<file path="config.mk">
export PLATFORM = sky130hd
export DESIGN_NAME = prog_loader_flat
export DESIGN_NICKNAME = d
export VERILOG_FILES = /design/src/rtl/prog_loader_pkg.sv /design/src/rtl/prog_loader_if.sv /design/src/rtl/prog_loader.sv /design/src/flat_wrapper.sv
export SDC_FILE = /design/constraint.sdc
export NUM_CORES = 1
export LEC_CHECK = 0
export CORE_AREA = 2 2 71 73
export CTS_CLUSTER_DIAMETER = 100
export DETAILED_ROUTE_END_ITERATION = 10
export DIE_AREA = 0 0 73 75
export PLACE_DENSITY = 0.8
export REMOVE_ABC_BUFFERS = 1
export SYNTH_ARGS = -nofsm -noshare
export SYNTH_HDL_FRONTEND = slang
export SYNTH_SLANG_ARGS = --single-unit
</file>
<file path="constraint.sdc">
create_clock -name CLK -period 6.4 [get_ports CLK]
set_input_delay 1.28 -clock CLK [delete_from_list [all_inputs] [get_ports CLK]]
set_output_delay 1.28 -clock CLK [all_outputs]
set_load 0.01 [all_outputs]
</file>
<file path="src/rtl/prog_loader_pkg.sv">
// Shared constants and state encoding for the instruction-store loader.
package prog_loader_pkg;

    localparam int INST_W = 9;
    localparam int ADDR_W = 10;
    localparam int DEPTH  = 1024;

    typedef logic [ADDR_W:0]   cnt_t;
    typedef logic [ADDR_W-1:0] addr_t;
    typedef logic [INST_W-1:0] inst_t;

    localparam cnt_t DEPTH_C = cnt_t'(DEPTH);
    localparam cnt_t ONE_C   = cnt_t'(1);

    typedef enum logic [1:0] {
        IDLE = 2'd0,
        LOAD = 2'd1,
        DONE = 2'd2
    } loader_state_t;

endpackage

</file>
<file path="src/rtl/prog_loader_if.sv">
// Stream input and instruction-memory write port seen by the loader.
interface prog_loader_if;
    import prog_loader_pkg::*;

    logic  s_valid;
    inst_t s_data;
    logic  s_ready;
    logic  wr_en;
    addr_t wr_addr;
    inst_t wr_data;

    modport slave (
        input  s_valid, s_data,
        output s_ready, wr_en, wr_addr, wr_data
    );

    modport master (
        output s_valid, s_data,
        input  s_ready, wr_en, wr_addr, wr_data
    );

endinterface

</file>
<file path="src/rtl/prog_loader.sv">
// Streams instruction words into memory from address 0 and holds
// the fetch unit at PC 0 until the image is complete.
module prog_loader
    import prog_loader_pkg::*;
(
    input  logic          CLK,
    input  logic          start,
    input  logic          load_req,
    input  cnt_t          load_len,
    input  logic          abort,
    prog_loader_if.slave  bus,
    output logic          core_start,
    output logic          busy,
    output logic          done,
    output logic          err
);

    loader_state_t state_q;
    cnt_t          count_q;
    cnt_t          len_q;
    logic          wr_en_q;
    addr_t         wr_addr_q;
    inst_t         wr_data_q;
    logic          core_start_q;
    logic          done_q;
    logic          err_q;

    logic hs;
    logic last;
    logic bad_len;

    assign bus.s_ready = (state_q == LOAD);
    assign busy        = (state_q != IDLE);
    assign hs          = bus.s_valid & bus.s_ready;
    assign last        = (count_q == len_q - ONE_C);
    assign bad_len     = (load_len == '0) || (load_len > DEPTH_C);

    always_ff @(posedge CLK or posedge start) begin
        if (start) begin
            state_q      <= IDLE;
            count_q      <= '0;
            len_q        <= '0;
            wr_en_q      <= 1'b0;
            wr_addr_q    <= '0;
            wr_data_q    <= '0;
            core_start_q <= 1'b0;
            done_q       <= 1'b0;
            err_q        <= 1'b0;
        end else begin
            wr_en_q <= 1'b0;
            done_q  <= 1'b0;
            err_q   <= 1'b0;
            unique case (state_q)
                IDLE: begin
                    if (load_req) begin
                        if (bad_len) begin
                            err_q <= 1'b1;
                        end else begin
                            len_q        <= load_len;
                            count_q      <= '0;
                            core_start_q <= 1'b1;
                            state_q      <= LOAD;
                        end
                    end
                end
                LOAD: begin
                    // abort wins over a handshake in the same cycle
                    if (abort) begin
                        err_q        <= 1'b1;
                        core_start_q <= 1'b0;
                        state_q      <= IDLE;
                    end else if (hs) begin
                        wr_en_q   <= 1'b1;
                        wr_addr_q <= count_q[ADDR_W-1:0];
                        wr_data_q <= bus.s_data;
                        count_q   <= count_q + ONE_C;
                        if (last) begin
                            done_q  <= 1'b1;
                            state_q <= DONE;
                        end
                    end
                end
                DONE: begin
                    core_start_q <= 1'b0;
                    state_q      <= IDLE;
                end
                default: begin
                    core_start_q <= 1'b0;
                    state_q      <= IDLE;
                end
            endcase
        end
    end

    assign bus.wr_en   = wr_en_q;
    assign bus.wr_addr = wr_addr_q;
    assign bus.wr_data = wr_data_q;
    assign core_start  = core_start_q;
    assign done        = done_q;
    assign err         = err_q;

endmodule

</file>
<file path="src/flat_wrapper.sv">
// flat-port wrapper written by rule: the top's interface ports become plain ports
module prog_loader_flat import prog_loader_pkg::*;
  (CLK, start, load_req, load_len, abort, core_start, busy, done, err, bus_s_valid, bus_s_data, bus_s_ready, bus_wr_en, bus_wr_addr, bus_wr_data);
  prog_loader_if bus_i ();
  input  logic CLK;
  input  logic start;
  input  logic load_req;
  input  cnt_t load_len;
  input  logic abort;
  output logic core_start;
  output logic busy;
  output logic done;
  output logic err;
  input wire logic [$bits(bus_i.s_valid)-1:0] bus_s_valid;
  input wire logic [$bits(bus_i.s_data)-1:0] bus_s_data;
  output wire logic [$bits(bus_i.s_ready)-1:0] bus_s_ready;
  output wire logic [$bits(bus_i.wr_en)-1:0] bus_wr_en;
  output wire logic [$bits(bus_i.wr_addr)-1:0] bus_wr_addr;
  output wire logic [$bits(bus_i.wr_data)-1:0] bus_wr_data;
  assign bus_i.s_valid = bus_s_valid;
  assign bus_i.s_data = bus_s_data;
  assign bus_s_ready = bus_i.s_ready;
  assign bus_wr_en = bus_i.wr_en;
  assign bus_wr_addr = bus_i.wr_addr;
  assign bus_wr_data = bus_i.wr_data;
  prog_loader u_core (.CLK(CLK), .start(start), .load_req(load_req), .load_len(load_len), .abort(abort), .bus(bus_i), .core_start(core_start), .busy(busy), .done(done), .err(err));
endmodule
</file>
### After elaboration in Yosys (flattened, before gate mapping)

Index checks and enable logic that the tools add are counted.

| storage, ports and cells | value |
|---|---|
| memories kept | 0 |
| bits in registers | 47 |
| bits in latches | 0 |
| bits in read-only memories | 0 |
| output and inout port bits | 25 |
| input port bits | 25 |
| RAM bits | 0 |
| logic and storage cells | 60 |

| operators by class | value |
|---|---|
| shift-type cells | 0 |
| div/mod/pow operators | 0 |
| muxes and demuxes | 26 |
| bitwise operators | 3 |
| equal/unequal tests | 9 |
| add/sub/neg operators | 2 |
| order comparisons | 1 |
| reductions and logical operators | 10 |
| multiply operators | 0 |

Operators with widths:

| kind | count |
|---|---|
| 11-bit 2-to-1 mux | 4 |
| 11-bit case mux with 2 select lines | 1 |
| 1-bit 2-to-1 mux | 13 |
| 11-bit by 1-bit adder with 11-bit output, second input constant | 1 |
| 11-bit == test | 1 |
| 11-bit > comparator, second input constant | 1 |
| 11-bit logical NOT | 1 |
| 11-bit by 1-bit subtractor with 11-bit output, second input constant | 1 |
| 2-bit 2-to-1 mux | 5 |
| 2-bit inequality test, second input constant | 5 |
| 3-bit AND reduction | 3 |
| 3-bit inequality test, second input constant | 2 |
| 5-bit AND reduction | 1 |
| 1-bit case mux with 2 select lines | 2 |
| 2-bit case mux with 2 select lines | 1 |
| 4-bit AND reduction | 1 |
| 2-bit nonzero test | 2 |
| 2-bit by 1-bit == test with 1-bit output, second input constant | 1 |
| 2-bit logical NOT | 1 |
| 1-bit inverter | 2 |
| 1-bit AND | 1 |
| 1-bit logical OR | 1 |

### Longest topological paths before layout

Gate-level depths: netlist (run 1).

| depth | value |
|---|---|
| word-level depth | 6 |
| gate-level depth with buffers | 9 |

### Worst setup path before layout (run 1)

OpenSTA, ideal clock, no wires.

| timing path | value |
|---|---|
| path type | input to register |
| start | in load_len[6] |
| end | reg u_core.len_q[0] |
| required time | 6.275 ns |
| buffers on the path | 2 |
| setup time | 0.125 ns |
| arrival time | 3.068 ns |
| setup slack | 3.207 ns |
| cell stages on the path | 6 |
| path through | or4_4 or4_1 buf_2 nand4_4 buf_8 mux2_2 |

| on the way | value |
|---|---|
| cells in the longest elaborated chain, start to end | 4 |
| elaborated cells between the ends (all ways) | 5 |
| classes of those cells | order compare: 1; bitwise: 1; reduce/logical: 3 |

RTL lines:

| element | line | source |
|---|---|---|
| start, declared | flat_wrapper.sv:8 | `input cnt_t load_len;` |
| 11-bit > comparator or 11-bit logical NOT (tied branches) | prog_loader.sv:36 | `assign bad_len = (load_len == '0) \|\| (load_len > DEPTH_C);` |
| 1-bit logical OR (*) | prog_loader.sv:36 |  |
| 1-bit inverter (no line) (*) | n/a |  |
| 3-bit AND reduction (no line) (*) | n/a |  |
| end signal, assigned | prog_loader.sv:59 | `len_q <= load_len;` |
| end, declared | prog_loader.sv:20 | `cnt_t len_q;` |

Every way passes the cells marked *; elsewhere a longest branch is shown, timed or not.
A chain may end at the register's enable or synchronous reset.

### Worst setup path after layout (run 1)

| timing path | value |
|---|---|
| start | in load_len[6] |
| end | reg u_core.len_q[3] |

Same word-level chain as after synthesis.

==> results of run 1 <==
==> metrics by stage <==
step	power (W)	worst slack [ns]	utilization	hold WS (ns)	cells
detailed placement	0.000660	2.57	0.650	0.495	322
floorplan	0.000550	3.16	-	0.478	219
global placement	0.000653	2.61	0.650	0.488	322
global route	0.000884	2.82	0.669	0.521	330
CTS	0.000839	2.90	0.669	0.516	330
finish	0.000832	2.91	0.669	0.512	330
==> worst max path at each step <==
stage | endpoint | slack, ns | cells after the start
2_1_floorplan | u_core.len_q[0] | 3.16 | 4
3_3_place_gp | u_core.len_q[1] | 2.61 | 5
3_5_place_dp | u_core.len_q[4] | 2.57 | 5
4_1_cts | u_core.len_q[4] | 2.90 | 5
5_1_grt | u_core.len_q[3] | 2.82 | 5
6_report | u_core.len_q[3] | 2.91 | 5
==> cells in the mapped netlist, drive strengths merged, types with 2 or more instances <==
cell type	instances
a21oi	5
or4	5
nor2	8
nand2	23
o31ai	6
nor4	4
o21ai	2
a31oi	3
nor3b	2
ha	2
or2	2
xnor2	13
nand3	8
mux2i	4
nor4bb	2
clkbuf	9
nand2b	6
dfrtp	47
inv	10
nor2b	2
o311ai	5
buf	4
and3b	2
nor3	6
nand4	5
mux2	30
==> registers in the layout, summed over array words and instances (netlist names) <==
| register | cells |
|---|---|
| u_core.done | 1 |
| u_core.bus.wr_addr | 10 |
| u_core.bus.wr_data | 9 |
| u_core.err | 1 |
| u_core.state_q | 2 |
| u_core.core_start | 1 |
| u_core.bus.wr_en | 1 |
| u_core.len_q | 11 |
| u_core.count_q | 11 |
==> layer usage <==
layer  global-route usage  up-vias  wire length (µm)  part of all wire
li1                     -      925                 -                 -
met1                0.291      935              2390              0.47
met2                0.313       42              2470              0.48
met3               0.0335        9               166             0.033
met4               0.0535        0                64             0.013
met5                    0        -                 0                 0
==> power breakdown <==
group	switching, W	internal [W]
Sequential	0.0000578	0.000346
Clock	0.000102	0.0000761
Combinational	0.000103	0.000147
==> worst max-delay path, stage by stage <==
cell and delay, ns:
clkdlybuf4s50_1 0.42, or4_4 0.57, or4_1 0.65, nand4_4 0.37, mux2_2 0.38
==> placed cells by master (no fill, tap or decap), types with 3 or more instances in the layout <==
| cell type | netlist | routed |
|---|---|---|
| mux2i_1 | 4 | 4 |
| clkdlybuf4s50_1 | 0 | 49 |
| nor2_1 | 8 | 7 |
| a21oi_1 | 4 | 4 |
| or4_1 | 4 | 4 |
| nand2b_1 | 6 | 6 |
| mux2_2 | 30 | 30 |
| clkbuf_8 | 0 | 5 |
| inv_1 | 10 | 9 |
| o311ai_0 | 5 | 5 |
| o31ai_1 | 5 | 5 |
| a31oi_1 | 3 | 3 |
| nor4_1 | 3 | 3 |
| dfrtp_1 | 47 | 47 |
| nand4_1 | 4 | 4 |
| xnor2_1 | 13 | 13 |
| nand2_1 | 23 | 23 |
| nand3_1 | 8 | 8 |
| nor3_1 | 6 | 6 |
==> cells by family after synthesis <==
group,count (synthesis)
simple gates,79
compound gates,33
mux,34
fa+ha+maj,2
buf+inv,23
xor+xnor,14
flops,47
==> layout make-up <==
type	instances	area, µm²
Timing Repair Buffer	49	490
Multi-Input combinational cell	162	1260
Sequential cell	47	1180
Clock inverter	3	20.0
Tap cell	54	67.6
Clock buffer	5	68.8
Inverter	10	37.5
Fill cell	367	1540
==> impl_metrics.env, run 1 <==
export IMPL_hp_class="reg -> reg"
export IMPL_finalHoldViolCount=0
export IMPL_die_y_um=75
export IMPL_cts_made_buffers=5
export IMPL_num_vias=1911
export IMPL_cts_root_buffer="clkbuf_8"
export IMPL_yosys_area_top_type_share=0.463
export IMPL_netlist_instances=232
export IMPL_synth_top_family_by_area="simple AND/OR/NAND/NOR gates"
export IMPL_drt_vias_per_instance=5.79
export IMPL_cts_tree="built"
export IMPL_diodes=0
export IMPL_p_per_area_nw_per_um2=267
export IMPL_drt_iter0_markers=121
export IMPL_r2r_cells=5
export IMPL_hp_start="u_core.bus.wr_addr[4]"
export IMPL_layout_nets=302
export IMPL_row_count=25
export IMPL_grtUsageTotal=0.200
export IMPL_grt_overflow=0
export IMPL_critPathKind="in -> reg"
export IMPL_place_gp_congestion=0.878
export IMPL_synth_area_leader_cell="dfrtp_1"
export IMPL_synth_xor_area_frac=0.0482
export IMPL_netlist_area_um2=2540
export IMPL_synth_adder_area_share=0.00984
export IMPL_skew_ns=0.00869
export IMPL_ys_seq_area_frac=0.463
export IMPL_finalSetupViolCount=0
export IMPL_cts_buffer_depth=2
export IMPL_ant_nets=0
export IMPL_clkSinkCount=47
export IMPL_die_w_um=73
export IMPL_syn_avg_cell_area_um2=11.0
export IMPL_muxShareOfSynthArea=0.149
export IMPL_yosysWarnings=0
export IMPL_htree_levels=2
export IMPL_crit_arrival_ns=3.68
export IMPL_fmax_ghz=0.286
export IMPL_dieArea_um2=5480
export IMPL_period_share=0.546
export IMPL_rsz0062_at_grt="false"
export IMPL_cts_resized=0
export IMPL_crit_fanout=28
export IMPL_yosys_area_share_simple=0.180
export IMPL_clkTransAtPathRegs_ns=0.09
export IMPL_rr_endpoint="u_core.state_q[0]"
export IMPL_drive_gt1_frac=0.174
export IMPL_cts_setup_buffers=0
export IMPL_place_area_um2=3030
export IMPL_insertion_delay_ns=0.30
export IMPL_grt_pass1_vias=1773
export IMPL_ys_async_sr_fraction=1.00
export IMPL_cp_start_kind="input pin"
export IMPL_start_util=0.546
export IMPL_peakVddDrop_v=0.000136
export IMPL_ioPinCount=50
export IMPL_ys_types=51
export IMPL_antenna_found_initial=0
export IMPL_rrSetupSlack_ns=4.09
export IMPL_worst_pin_slew_ns=1.12
export IMPL_hold_depth=1
export IMPL_grt_first_pass_wirelength_um=8490
export IMPL_leakagePower_nw=1.29
export IMPL_fin_area_um2=3120
export IMPL_portBuffers=49
export IMPL_routed_wl_um=5080
export IMPL_syn2layout_area_growth_pct=22.7
export IMPL_grt_max_degree=48
export IMPL_status="completed"
export IMPL_core_area_um2=4660
export IMPL_synth_edf_count=0
export IMPL_fin_crit_ns=3.49
export IMPL_crit_reg2reg_launch="u_core.len_q[0]"
export IMPL_end_kind="register"
export IMPL_synth_area_leaders="dfrtp_1 46%, mux2_2 13%, xnor2_1 4.5%, nand2_1 3.4%, o311ai_0 1.7%"
export IMPL_post_cts_hold_buffer_count=0
export IMPL_wl_per_cell_um=15.4
export IMPL_slew_headroom=0.251
export IMPL_min_to="u_core.bus.wr_addr[4]"
export IMPL_crit_start="load_len[6]"
export IMPL_cap_violations=0
export IMPL_cp_required_ns=6.59
export IMPL_first_pass_iters=4
export IMPL_ys_seq_elements=47
export IMPL_setup_tns_ns=0
export IMPL_maxSlewViolCount=0
export IMPL_synth_ff_type="dfrtp_1"
export IMPL_drc=0
export IMPL_place_hpwl_um=3600
export IMPL_synth_compound_area_frac=0.107
Power figures use the tool's default switching activity.
==> run 2: changes to the inputs <==
- CORE_AREA: 2 2 71 73 -> 2 2 73 75
- DIE_AREA: 0 0 73 75 -> 0 0 75 77
- PLACE_DENSITY: 0.8 -> 0.76
- clock period: 6.4 -> 3.6 ns (I/O delays scaled with it)
==> run 2 against run 1 <==
Effect of this change:
- flip-flop and latch count stayed put
- routed wire length rose by 5.4%
- first-iteration DRC count shrank 38%
- non-clock buffer count grew 1
- die area grew 5.5%
- via count fell by 0.47%
- core utilization down 3.7 points
- highest routed layer unchanged
==> impl_metrics.env, run 2 (same netlist as run 1, synthesis figures left out) <==
export IMPL_status="completed"
export IMPL_crit_buf_inv=1
export IMPL_grt_pass1_vias=1937
export IMPL_p_comb_frac=0.299
export IMPL_crit_arrival_ns=3.16
export IMPL_ant_nets=0
export IMPL_layout_nets=303
export IMPL_netSwitchingPower_w=0.000461
export IMPL_crit_family="simple AND/OR/NAND/NOR gates"
export IMPL_antenna_found_initial=0
export IMPL_crit_fanout=28
export IMPL_row_count=26
export IMPL_syn2layout_area_growth_pct=23.7
export IMPL_fin_area_um2=3150
export IMPL_mostFrequentLayoutCell="clkdlybuf4s50_1"
export IMPL_p_int_w=0.00103
export IMPL_rsz0062_at_grt="false"
export IMPL_peakVddDrop_v=0.000233
export IMPL_place_hpwl_um=3850
export IMPL_slew_headroom=0.358
export IMPL_leakagePower_nw=1.30
export IMPL_grt_first_pass_wirelength_um=9430
export IMPL_p_sw_frac=0.310
export IMPL_cts_made_buffers=5
export IMPL_cts_tree="built"
export IMPL_hp_class="reg -> reg"
export IMPL_layout_common_cells="49 x clkdlybuf4s50_1, 47 x dfrtp_1, 30 x mux2_2, 23 x nand2_1, 13 x xnor2_1"
export IMPL_finalPower_w=0.00149
export IMPL_grtUsageTotal=0.213
export IMPL_cp_start_kind="input pin"
export IMPL_drc=0
export IMPL_insertion_delay_ns=0.30
export IMPL_grt_overflow=0
export IMPL_grt_max_degree=48
export IMPL_die_w_um=75
export IMPL_finalHoldViolCount=0
export IMPL_htree_levels=2
export IMPL_fmax_ghz=0.337
export IMPL_post_cts_hold_buffer_count=0
export IMPL_core_area_um2=4980
export IMPL_dieArea_um2=5780
export IMPL_finalSetupViolCount=0
export IMPL_place_area_um2=3060
export IMPL_cts_setup_buffers=0
export IMPL_drt_vias_per_instance=5.50
export IMPL_portBuffers=49
export IMPL_cts_buffer_depth=2
export IMPL_final_cells=346
export IMPL_cap_violations=0
export IMPL_dp_cells=339
export IMPL_fin_crit_ns=2.97
export IMPL_end_kind="register"
export IMPL_maxSlewViolCount=0
export IMPL_cp_slowest_stage_delay_ns=0.65
export IMPL_num_vias=1902
export IMPL_p_per_area_nw_per_um2=473
export IMPL_routed_wl_um=5360
export IMPL_critPathKind="in -> reg"
export IMPL_drt_iter0_markers=75
export IMPL_cp_required_ns=3.79
export IMPL_wl_per_cell_um=15.5
export IMPL_crit_chain="clkdlybuf4s50_1, or4_4, or4_1, nand4_4, mux2_2"
export IMPL_ioPinCount=50
export IMPL_seqPwrFrac=0.483
export IMPL_place_gp_congestion=0.847
export IMPL_drive_gt1_frac=0.174
export IMPL_clkTransAtPathRegs_ns=0.09
export IMPL_worst_pin_slew_ns=0.962
export IMPL_start_util=0.511
export IMPL_diodes=0
export IMPL_cts_resized=0
export IMPL_die_y_um=77
export IMPL_period_share=0.825
export IMPL_setup_tns_ns=0
export IMPL_cts_root_buffer="clkbuf_8"
export IMPL_skew_ns=0.00528
export IMPL_finish_utilization=0.632
export IMPL_power_frac_clock=0.218
export IMPL_first_pass_iters=6
export IMPL_crit_slowest_cell="or4_1"
export IMPL_fill_cells=413
export IMPL_clkSinkCount=47
## run 2: worst paths after layout
kind / from / endpoint / slack, ns / depth (start not counted)
worst max-delay path: load_len[7] / u_core.len_q[7] / 0.63 / 5
worst min-delay path: u_core.bus.wr_data[5] / u_core.bus.wr_data[5] / 0.51 / 1
worst max register to register: u_core.len_q[0] / u_core.state_q[0] / 1.31 / 5
worst min register to register: u_core.bus.wr_data[5] / u_core.bus.wr_data[5] / 0.51 / 1
max in group asynchronous: start / u_core.state_q[0] / 2.03 / 2
min in group asynchronous: start / u_core.bus.wr_data[1] / 0.96 / 2
## run 2: area by class of cell
class,count,area (µm²),share of cell area
Clock buffer,6,82.6,0.0263
Multi-Input combinational cell,162,1260,0.400
Clock inverter,1,5.00,0.00159
Sequential cell,47,1180,0.374
Timing Repair Buffer,50,498,0.158
Tap cell,70,87.6,0.0278
Inverter,10,37.5,0.0119
## run 2: power by group through the flow
stage | registers [W] | clock network (W) | logic [W]
after floorplan | 0.000730 | 0 | 0.000247
after global placement | 0.000726 | 0 | 0.000437
after detailed placement | 0.000729 | 0 | 0.000446
after CTS | 0.000719 | 0.000335 | 0.000448
after global routing | 0.000737 | 0.000360 | 0.000491
final | 0.000719 | 0.000325 | 0.000445
## run 2: through the flow
step                worst slack [ns]  hold WS, ns
global route                   0.543        0.541
floorplan                      0.920        0.478
detailed placement             0.302        0.494
global placement               0.374        0.490
CTS                            0.624        0.513
finish                         0.630        0.509
## run 2: routing by layer
metal | up-vias | share of wire | track usage
met5 | - | 0 | 0
met4 | 0 | 0.017 | 0.0750
met3 | 7 | 0.036 | 0.0473
met2 | 38 | 0.50 | 0.343
met1 | 929 | 0.44 | 0.280
li1 | 928 | - | -
## run 2: worst register-to-register path: stages (launching register included)
cell and delay [ns]:
dfrtp_1 0.50, nor4_4 0.49, nand2_1 0.14, o311ai_0 0.52
o2bb2ai_1 0.18, o311a_1 0.35
==> run 3: changes to the inputs <==
- clock period: 3.6 -> 2.75 ns (I/O delays scaled with it)
==> run 3 against run 2 <==
Effect of this change:
- highest routed layer unchanged
- largest cell class unchanged
- register-to-register slack worse by 0.82 ns
- clock skew is 0.0019 ns higher
- count of clock-buffer cells in the layout stayed put
- non-clock buffer count is 8 higher
- hold slack better by 0.0026 ns
- core utilization is 2.2 points higher
- first-iteration DRC count is 110% higher
- critical path depth is 2 higher
- sequential power is 31% higher
- clock power is 84% higher
- largest power group unchanged
==> impl_metrics.env, run 3 (same netlist as run 1, synthesis figures left out) <==
export IMPL_dieArea_um2=5780
export IMPL_r2r_cells=5
export IMPL_maxSlewViolCount=0
export IMPL_first_pass_iters=4
export IMPL_portBuffers=49
export IMPL_grt_max_degree=48
export IMPL_rrSetupSlack_ns=0.49
export IMPL_worst_pin_slew_ns=0.655
export IMPL_cts_setup_buffers=0
export IMPL_finalHoldViolCount=0
export IMPL_fmax_ghz=0.383
export IMPL_slew_headroom=0.558
export IMPL_crit_chain="clkdlybuf4s50_1, or4_4, or4_1, buf_4, a21oi_4, o311ai_0, o31ai_1"
export IMPL_drt_iter0_markers=158
export IMPL_clkSinkCount=47
export IMPL_min_to="u_core.bus.wr_addr[2]"
export IMPL_skew_ns=0.00716
export IMPL_dp_cells=347
export IMPL_met2_usage=0.334
export IMPL_hp_start="u_core.bus.wr_addr[2]"
export IMPL_start_util=0.511
export IMPL_cap_violations=0
export IMPL_core_area_um2=4980
export IMPL_drive_gt1_frac=0.200
export IMPL_cts_tree="built"
export IMPL_top_usage_layer="met2"
export IMPL_cp_required_ns=2.96
export IMPL_routed_wl_um=5580
export IMPL_cts_buffer_depth=2
export IMPL_cp_depth=7
export IMPL_peakVddDrop_v=0.000316
export IMPL_end_kind="register"
export IMPL_cts_made_buffers=5
export IMPL_met3_usage=0.0434
export IMPL_cp_start_kind="input pin"
export IMPL_period_share=0.950
export IMPL_die_y_um=77
export IMPL_finalSetupViolCount=0
export IMPL_place_gp_congestion=0.862
export IMPL_grt_first_pass_wirelength_um=9460
export IMPL_drt_vias_per_instance=5.56
export IMPL_crit_fanout=8
export IMPL_row_count=26
export IMPL_mostFrequentLayoutCell="clkdlybuf4s50_1"
export IMPL_layout_nets=311
export IMPL_num_vias=1973
export IMPL_rsz0062_at_grt="false"
export IMPL_crit_reg2reg_launch="u_core.len_q[5]"
export IMPL_place_hpwl_um=3930
export IMPL_hold_depth=1
export IMPL_insertion_delay_ns=0.31
export IMPL_critPathKind="in -> reg"
export IMPL_grtUsageMet1=0.292
export IMPL_layout_common_cells="49 x clkdlybuf4s50_1, 47 x dfrtp_1, 30 x mux2_2, 22 x nand2_1, 13 x xnor2_1"
export IMPL_p_per_area_nw_per_um2=659
export IMPL_die_w_um=75
export IMPL_cp_slowest_stage_delay_ns=0.57
export IMPL_fin_crit_ns=2.61
export IMPL_syn2layout_area_growth_pct=28.0
export IMPL_htree_levels=2
export IMPL_grt_pass1_vias=1964
export IMPL_drc=0
export IMPL_hp_class="reg -> reg"
export IMPL_cts_root_buffer="clkbuf_8"
export IMPL_setup_tns_ns=0
export IMPL_antenna_found_initial=0
export IMPL_wl_per_cell_um=15.7
export IMPL_clkTransAtPathRegs_ns=0.09
export IMPL_final_cells=355
export IMPL_ioPinCount=50
export IMPL_crit_family="simple AND/OR/NAND/NOR gates"
export IMPL_ant_nets=0
export IMPL_finalHoldWorstSlack_ns=0.511
export IMPL_diodes=0
export IMPL_crit_slowest_cell="or4_4"
export IMPL_crit_arrival_ns=2.82
export IMPL_grt_overflow=0
export IMPL_status="completed"
export IMPL_post_cts_hold_buffer_count=0
export IMPL_leakagePower_nw=1.36
export IMPL_rr_endpoint="u_core.state_q[0]"
export IMPL_crit_buf_inv=2
export IMPL_finish_utilization=0.654
export IMPL_grtUsageTotal=0.212
-- run 3: final cells by class --
class                      count  area [µm²]
multi-input combinational    162        1260
clock inverter                 2        60.1
timing repair buffer          58         558
sequential                    47        1180
fill                         404        1720
clock buffer                   6        72.6
tap                           70        87.6
inverter                      10        37.5
-- run 3: routing by layer --
| metal | share of wire | routed length (µm) |
|---|---|---|
| met5 | 0 | 0 |
| met3 | 0.037 | 204 |
| met2 | 0.48 | 2660 |
| met1 | 0.47 | 2610 |
| met4 | 0.019 | 104 |
-- run 3: power by group --
group | switching [W] | internal, W | leakage (nW)
Clock | 0.000236 | 0.000363 | 0.0654
Combinational | 0.000252 | 0.000351 | 0.690
Sequential | 0.000137 | 0.000806 | 0.604
-- run 3: worst max-delay path by stage --
stage,from,to
global placement,load_len[6],u_core.count_q[8]
global route,load_len[6],u_core.count_q[7]
detailed placement,load_len[6],u_core.count_q[8]
CTS,load_len[6],u_core.count_q[10]
finish,load_len[6],u_core.count_q[10]
floorplan,load_len[6],u_core.len_q[0]
-- run 3: per-stage QoR --
stage	setup WS (ns)	instance area, µm²	total power (W)
after detailed placement	-0.220	3120	0.00155
final	0.137	3250	0.00214
after CTS	0.110	3250	0.00215
after floorplan	0.240	2470	0.00128
after global placement	-0.156	3120	0.00153
after global routing	0.00654	3250	0.00226
-- run 3: repair_timing --
action / 4_1_cts / 5_1_grt
endpoints found under the setup margin: 0 / 1
resized for setup: 0 / 1
endpoints found under the hold margin: 0 / 0
